File: src/rtl/seg7_pkg.sv
// Shared types, segment table and BCD step helpers for the fading 7-seg counter.
// Contents: bcd_t, bcd_step_t, SEG_TABLE (digits 0..9, {A..G,DP}, A = MSB), SEG_BLANK,
//           bcd_inc / bcd_dec (one-digit step with carry / borrow out).
package seg7_pkg;

  localparam int unsigned BCD_W = 4;
  localparam int unsigned SEG_W = 8;

  typedef logic [BCD_W-1:0] bcd_t;

  typedef struct packed {
    logic c;
    bcd_t v;
  } bcd_step_t;

  localparam logic [SEG_W-1:0] SEG_BLANK = 8'h00;

  // Index 0 is the rightmost entry.
  localparam logic [9:0][SEG_W-1:0] SEG_TABLE = {
    8'hF6, 8'hFE, 8'hE0, 8'hBE, 8'hB6, 8'h66, 8'hF2, 8'hDA, 8'h60, 8'hFC
  };

  // One-digit increment; carry out when rolling 9 -> 0.
  function automatic bcd_step_t bcd_inc(input bcd_t d);
    bcd_step_t r;
    if (d >= 4'd9) begin
      r.c = 1'b1;
      r.v = '0;
    end else begin
      r.c = 1'b0;
      r.v = d + 4'd1;
    end
    return r;
  endfunction

  // One-digit decrement; borrow out when rolling 0 -> 9.
  function automatic bcd_step_t bcd_dec(input bcd_t d);
    bcd_step_t r;
    if (d == 4'd0) begin
      r.c = 1'b1;
      r.v = 4'd9;
    end else begin
      r.c = 1'b0;
      r.v = d - 4'd1;
    end
    return r;
  endfunction

endpackage

File: src/rtl/seg7_decode.sv
// Combinational BCD to segment decoder.
// Ports: bcd (in, 4b digit), seg_c (out, 8b {A..G,DP}); codes above 9 decode to blank.
module seg7_decode
  import seg7_pkg::*;
(
  input  bcd_t             bcd,
  output logic [SEG_W-1:0] seg_c
);

  always_comb begin
    seg_c = SEG_BLANK;
    if (bcd <= 4'd9) seg_c = SEG_TABLE[bcd];
  end

endmodule

File: src/rtl/seg7_fade_counter_mux.sv
// N-digit BCD up/down counter on a multiplexed common-cathode 7-seg display; each digit
// PWM-dithers from its old to its new value during the first half of every count period.
// Ports: CLK, RST_N (async, active-low), EN, UP_DN, CLR (sync clear),
//        SEG[7:0] {A..G,DP}, DIG one-hot digit select, COUNT BCD value, WRAP wrap pulse.
//        SEG/DIG/COUNT/WRAP are registered.
// Config macro: SEG7_LZ_BLANK_EN -- blank digits above the highest non-zero shown digit.
module seg7_fade_counter_mux
  import seg7_pkg::*;
#(
  parameter int unsigned DIGITS  = 4,
  parameter int unsigned PRESC_W = 24,
  parameter int unsigned SCAN_W  = 10
) (
  input  logic                    CLK,
  input  logic                    RST_N,
  input  logic                    EN,
  input  logic                    UP_DN,
  input  logic                    CLR,
  output logic [SEG_W-1:0]        SEG,
  output logic [DIGITS-1:0]       DIG,
  output logic [BCD_W*DIGITS-1:0] COUNT,
  output logic                    WRAP
);

  localparam int unsigned IDX_W = (DIGITS > 1) ? $clog2(DIGITS) : 1;
  localparam int unsigned S_W   = SCAN_W + IDX_W;

  logic [PRESC_W-1:0]    p_q, p_d;
  bcd_t [DIGITS-1:0]     new_q, new_d;
  bcd_t [DIGITS-1:0]     old_q, old_d;
  logic [4:0]            acc_q, acc_d;
  logic [S_W-1:0]        s_q, s_d;
  logic [SEG_W-1:0]      seg_q, seg_d;
  logic [DIGITS-1:0]     dig_q, dig_d;
  logic                  wrap_q, wrap_d;

  logic                  tick_c;
  logic [3:0]            duty_c;
  logic                  show_new_c;
  bcd_t [DIGITS-1:0]     shown_c;
  logic [IDX_W-1:0]      idx_c;
  bcd_t                  digit_c;
  logic [SEG_W-1:0]      dec_seg_c;

  assign tick_c     = &p_q;
  assign duty_c     = p_q[PRESC_W-2 -: 4];
  // Old value shows only while the dither has not fired and we are in the first half.
  assign show_new_c = p_q[PRESC_W-1] | acc_q[4];
  assign shown_c    = show_new_c ? new_q : old_q;
  assign idx_c      = s_q[S_W-1 -: IDX_W];

  // Prescaler, counter ripple, fade accumulator and wrap detect.
  always_comb begin : count_next
    bcd_t [DIGITS-1:0] nxt;
    bcd_step_t         st;
    logic              c;
    nxt    = new_q;
    st     = '0;
    c      = 1'b1;
    p_d    = p_q + PRESC_W'(1);
    acc_d  = {1'b0, acc_q[3:0]} + {1'b0, duty_c};
    old_d  = old_q;
    new_d  = new_q;
    wrap_d = 1'b0;
    for (int unsigned i = 0; i < DIGITS; i++) begin
      if (c) begin
        st     = UP_DN ? bcd_inc(new_q[i]) : bcd_dec(new_q[i]);
        nxt[i] = st.v;
        c      = st.c;
      end
    end
    if (CLR) begin
      p_d   = '0;
      acc_d = '0;
      old_d = '0;
      new_d = '0;
    end else if (tick_c) begin
      old_d = new_q;
      if (EN) begin
        new_d  = nxt;
        wrap_d = c;
      end
    end
  end

  // Scan counter: idx wraps at DIGITS-1 even when DIGITS is not a power of two.
  always_comb begin : scan_next
    s_d = s_q + S_W'(1);
    if ((idx_c == IDX_W'(DIGITS - 1)) && (&s_q[SCAN_W-1:0])) s_d = '0;
  end

  // Select the digit under scan and its one-hot enable.
  always_comb begin : digit_sel
    digit_c = '0;
    dig_d   = '0;
    for (int unsigned i = 0; i < DIGITS; i++) begin
      if (idx_c == IDX_W'(i)) begin
        digit_c  = shown_c[i];
        dig_d[i] = 1'b1;
      end
    end
  end

  seg7_decode u_decode (
    .bcd   (digit_c),
    .seg_c (dec_seg_c)
  );

`ifdef SEG7_LZ_BLANK_EN
  logic keep_c;

  // Keep the digit if it is digit 0 or any shown digit at or above it is non-zero.
  always_comb begin : lz_blank
    keep_c = (idx_c == '0);
    for (int unsigned i = 0; i < DIGITS; i++) begin
      if ((IDX_W'(i) >= idx_c) && (shown_c[i] != '0)) keep_c = 1'b1;
    end
  end

  assign seg_d = keep_c ? dec_seg_c : SEG_BLANK;
`else
  assign seg_d = dec_seg_c;
`endif

  always_ff @(posedge CLK or negedge RST_N) begin
    if (!RST_N) begin
      p_q    <= '0;
      new_q  <= '0;
      old_q  <= '0;
      acc_q  <= '0;
      s_q    <= '0;
      seg_q  <= '0;
      dig_q  <= '0;
      wrap_q <= 1'b0;
    end else begin
      p_q    <= p_d;
      new_q  <= new_d;
      old_q  <= old_d;
      acc_q  <= acc_d;
      s_q    <= s_d;
      seg_q  <= seg_d;
      dig_q  <= dig_d;
      wrap_q <= wrap_d;
    end
  end

  assign SEG   = seg_q;
  assign DIG   = dig_q;
  assign COUNT = new_q;
  assign WRAP  = wrap_q;

endmodule
File: config.mk
export PLATFORM = sky130hd
export DESIGN_NAME = seg7_fade_counter_mux
export DESIGN_NICKNAME = d
export VERILOG_FILES = /design/src/rtl/seg7_pkg.sv /design/src/rtl/seg7_decode.sv /design/src/rtl/seg7_fade_counter_mux.sv
export SDC_FILE = /design/constraint.sdc
export NUM_CORES = 1
export LEC_CHECK = 0
export ABC_AREA = 1
export ABC_CLOCK_PERIOD_IN_PS = 5100
export CAP_MARGIN = 0
export CORE_ASPECT_RATIO = 0.6
export CORE_MARGIN = 1.5
export CORE_UTILIZATION = 62
export CTS_BUF_LIST = sky130_fd_sc_hd__clkbuf_4
export CTS_CLUSTER_SIZE = 28
export DETAILED_ROUTE_END_ITERATION = 12
export PLACE_DENSITY = 0.83
export SLEW_MARGIN = 20
export SYNTH_ARGS = -nofsm -noshare
export SYNTH_HDL_FRONTEND = slang
export SYNTH_HIERARCHICAL = 1
export SYNTH_SLANG_ARGS = --single-unit
File: constraint.sdc
create_clock -name CLK -period 5.1 [get_ports CLK]
set_clock_uncertainty 0.1 [all_clocks]
set_input_delay 1.02 -clock CLK [delete_from_list [all_inputs] [get_ports CLK]]
set_output_delay 1.02 -clock CLK [all_outputs]
set_load 0.01 [all_outputs]
==> load_flow_metrics.sql <==
INSERT INTO impl_metrics (metric_group, metric, value, unit) VALUES
('sta', 'grt_setup_unrepaired', 'no', ''),
('clock_network', 'clock_sinks', '86', ''),
('global_route', 'gr-usage-all-layers', '30.2', '%'),
('cells_and_area', 'sequential_cell_area', '2150', 'um2'),
('sta', 'hold_violations', '0', ''),
('clock_network', 'number_of_clock_buffers_inserted_by_tritoncts', '9', ''),
('route', 'detailedRoute.firstIterationViolations', '419', ''),
('flow_run', 'max_capacitance_violation_count', '0', ''),
('die', 'row_count', '25', ''),
('setup_path', 'critical_path.startpoint_type', 'register', ''),
('yosys', 'synth-edff-count', '0', ''),
('worst_hold_path', 'source_of_the_worst_hold_timing_path', 's_q[0]', ''),
('yosys', 'syn_nets', '713', ''),
('die', 'start_util', '64.6', '%'),
('yosys', 'mapped_cells', '683', ''),
('setup_path', 'required_time_reported_for_the_critical_path_endpoint', '5.35', 'ns'),
('sta', 'max_slew_vio_count', '0', ''),
('yosys', 'synth_top_cells_by_area', 'sky130_fd_sc_hd__dfrtp_1 (42%), sky130_fd_sc_hd__nand2_1 (12%), sky130_fd_sc_hd__nor2_1 (7.0%)', ''),
('route', 'routed_wirelength', '12500', 'um'),
('placement', 'dp_hpwl', '9240', 'um'),
('global_route', 'grt_start_max_net_pins', '87', ''),
('route', 'route.detailed.wl_per_inst', '15.1', 'um'),
('die', 'floorplan.io_pins', '34', ''),
('worst_hold_path', 'hold_end', 's_q[0]', ''),
('setup_path', 'setup.worst_path.end_class', 'register', ''),
('worst_hold_path', 'worstHoldPathCells', '1', ''),
('setup_path', 'ff2ff_path_depth', '11', ''),
('global_route', 'first_global_vias', '4226', ''),
('setup_path', 'critical_path.reg2reg.endpoint', 'SEG[5]', ''),
('setup_path', 'criticalPathCategory', 'register to register', ''),
('placement', 'finalWeightedCongestion', '0.969', ''),
('clock_network', 'cts_setup_buffers', '0', ''),
('die', 'die_h', '73.6', 'um'),
('clock_network', 'ctsResizeCount', '0', ''),
('yosys', 'warnings_from_yosys', '6', ''),
('global_route', 'grt_antenna_before_repair', '1', ''),
('die', 'core_area', '7980', 'um2'),
('clock_network', 'path_clk_slew', '0.15', 'ns'),
('clock_network', 'cts.path.max_buffers', '2', ''),
('sta', 'timing.final.crit_period', '2.83', 'ns'),
('sta', 'finalSetupTns', '0', 'ns'),
('setup_path', 'cp_max_fo', '10', ''),
('placement', 'io_buffers', '33', ''),
('yosys', 'synth_top_area_cell', 'sky130_fd_sc_hd__dfrtp_1', ''),
('setup_path', 'crit_path_arrival_time', '3.08', 'ns'),
('route', 'first_pass_iters', '5', ''),
('clock_network', 'cts-hold-fix-buffers', '0', ''),
('power', 'power.density_cell_area', '225', 'nW/um2'),
('route', 'post_drt_via_cell_ratio', '5.61', ''),
('die', 'floorplan.die_area', '8890', 'um2'),
('power', 'post-layout-total-power', '1.29', 'mW'),
('cells_and_area', 'layout-drive-gt1-share', '7.10', '%'),
('route', 'route.antenna.remaining_nets', '0', ''),
('run_status', 'status', 'completed', ''),
('global_route', 'globalRoute.totalOverflow', '0', ''),
('clock_network', 'clock-root-buffer', 'sky130_fd_sc_hd__clkbuf_4', ''),
('clock_network', 'cts_max_level', '3', ''),
('power', 'vdd.ir_drop.worst', '0.168', 'mV'),
('worst_hold_path', 'hold_path_class', 'register to register', ''),
('sta', 'hold_slack', '0.373', 'ns'),
('cells_and_area', 'num_antenna_cells', '0', ''),
('yosys', 'synthesis.area_per_instance', '7.55', 'um2'),
('global_route', 'grt_first_pass_wirelength', '20500', 'um'),
('route', 'num_vias', '4631', ''),
('setup_path', 'r2r-start', 'p_q[23]', ''),
('sta', 'layout_worst_path_cycle_share', '55.5', '%'),
('cells_and_area', 'layout_nets', '744', ''),
('cells_and_area', 'fillers', '642', ''),
('yosys', 'synth_async_sr_flop_share', '100', '%'),
('setup_path', 'worst-r2r-setup-slack', '2.27', 'ns'),
('die', 'die_x', '121', 'um');
placed cells by master (no fill, tap or decap), types with 2 or more instances in the layout:
master,n
sky130_fd_sc_hd__nand3_2,3
sky130_fd_sc_hd__bufinv_16,3
sky130_fd_sc_hd__nand3b_1,2
sky130_fd_sc_hd__o21ai_2,3
sky130_fd_sc_hd__nand3_1,44
sky130_fd_sc_hd__clkbuf_4,10
sky130_fd_sc_hd__a31oi_1,3
sky130_fd_sc_hd__dfrtp_1,86
sky130_fd_sc_hd__nand4_1,13
sky130_fd_sc_hd__nand3_4,2
sky130_fd_sc_hd__nor2_2,3
sky130_fd_sc_hd__o211ai_1,4
sky130_fd_sc_hd__a21oi_1,20
sky130_fd_sc_hd__nand2_1,161
sky130_fd_sc_hd__inv_1,90
sky130_fd_sc_hd__o21ai_0,51
sky130_fd_sc_hd__ha_1,24
sky130_fd_sc_hd__nor2_4,4
sky130_fd_sc_hd__o21ai_1,9
sky130_fd_sc_hd__o22ai_1,7
sky130_fd_sc_hd__xor2_1,15
sky130_fd_sc_hd__inv_2,4
sky130_fd_sc_hd__xnor2_1,5
sky130_fd_sc_hd__clkdlybuf4s50_1,32
sky130_fd_sc_hd__nand2_2,9
sky130_fd_sc_hd__buf_4,3
sky130_fd_sc_hd__nor2_1,96
layout make-up:
class                           count  share of cell area [%]
Clock buffer                       10                    1.31
Clock inverter                      5                    1.87
Inverter                           94                    6.14
Multi-Input combinational cell    487                    44.7
Sequential cell                    86                    37.5
Tap cell                          108                    2.35
Timing Repair Buffer               36                    6.17
per-layer routing:
layer | GRT usage [%] | wire, um
met1 | 45.0 | 5970
met2 | 42.0 | 5040
met3 | 9.78 | 1350
met4 | 8.37 | 138
met5 | 0 | 0
how the worst max path moves through the flow:
stage | depth (start not counted) | startpoint | end
after floorplan | 11 | p_q[23] | SEG[3]
after global placement | 10 | CLR | COUNT[14]
after detailed placement | 10 | CLR | COUNT[15]
after CTS | 11 | p_q[23] | SEG[5]
after global routing | 11 | p_q[23] | SEG[5]
final | 11 | p_q[23] | SEG[5]
worst max-delay path, cell delays in order (launching register included):
cell and delay, ns:
sky130_fd_sc_hd__dfrtp_1 0.45, sky130_fd_sc_hd__nor2_1 0.37, sky130_fd_sc_hd__inv_1 0.25, sky130_fd_sc_hd__o21ai_0 0.13, sky130_fd_sc_hd__a221oi_1 0.08, sky130_fd_sc_hd__o21ai_0 0.45
sky130_fd_sc_hd__inv_1 0.18, sky130_fd_sc_hd__ha_1 0.29, sky130_fd_sc_hd__nor2_1 0.11, sky130_fd_sc_hd__nor2_1 0.05, sky130_fd_sc_hd__nor2_1 0.19, sky130_fd_sc_hd__nor2_1 0.07
Yosys cell counts (2+ instances only):
| master | instances |
|---|---|
| sky130_fd_sc_hd__a21oi_1 | 20 |
| sky130_fd_sc_hd__a31oi_1 | 3 |
| sky130_fd_sc_hd__buf_1 | 2 |
| sky130_fd_sc_hd__buf_2 | 4 |
| sky130_fd_sc_hd__buf_6 | 2 |
| sky130_fd_sc_hd__clkbuf_1 | 6 |
| sky130_fd_sc_hd__dfrtp_1 | 86 |
| sky130_fd_sc_hd__ha_1 | 24 |
| sky130_fd_sc_hd__inv_1 | 90 |
| sky130_fd_sc_hd__inv_2 | 4 |
| sky130_fd_sc_hd__nand2_1 | 161 |
| sky130_fd_sc_hd__nand2_2 | 9 |
| sky130_fd_sc_hd__nand3_1 | 44 |
| sky130_fd_sc_hd__nand3_2 | 3 |
| sky130_fd_sc_hd__nand3_4 | 2 |
| sky130_fd_sc_hd__nand3b_1 | 2 |
| sky130_fd_sc_hd__nand4_1 | 13 |
| sky130_fd_sc_hd__nor2_1 | 96 |
| sky130_fd_sc_hd__nor2_2 | 3 |
| sky130_fd_sc_hd__nor2_4 | 4 |
| sky130_fd_sc_hd__o211ai_1 | 4 |
| sky130_fd_sc_hd__o21ai_0 | 51 |
| sky130_fd_sc_hd__o21ai_1 | 9 |
| sky130_fd_sc_hd__o21ai_2 | 3 |
| sky130_fd_sc_hd__o22ai_1 | 7 |
| sky130_fd_sc_hd__xnor2_1 | 5 |
| sky130_fd_sc_hd__xor2_1 | 15 |
through the flow:
stage               setup WS [ns]  util (%)  std cells  cell area (um2)
finish                       2.27      72.0        826             5740
CTS                          2.32      72.0        826             5740
floorplan                    2.88         -        683             5160
detailed placement           1.98      69.7        811             5560
global placement             2.12      69.7        811             5560
global route                 2.00      72.0        826             5740
flip-flops by register name, summed over array words and instances, names as in the netlist:
signal,count
p_q,24
COUNT,16
old_q,16
s_q,12
SEG,8
acc_q,5
DIG,4
WRAP,1
cells by family (layout without fill, tap and decap cells):
family | count (synthesis) | after routing | synth area share, %
compound gates | 100 | 100 | 10.5
fa+ha+maj | 25 | 25 | 6.21
other cells | 1 | 1 | 0.0727
buf+inv | 110 | 145 | 8.49
xor+xnor | 20 | 20 | 3.40
flops | 86 | 86 | 41.7
simple gates | 341 | 341 | 29.6
where the power goes:
part           switching, mW  internal, mW  total, mW
Combinational         0.0677        0.0294     0.0971
Clock                  0.245         0.254      0.499
Sequential            0.0102         0.687      0.697
No activity file was read; power rests on OpenSTA's default activity.
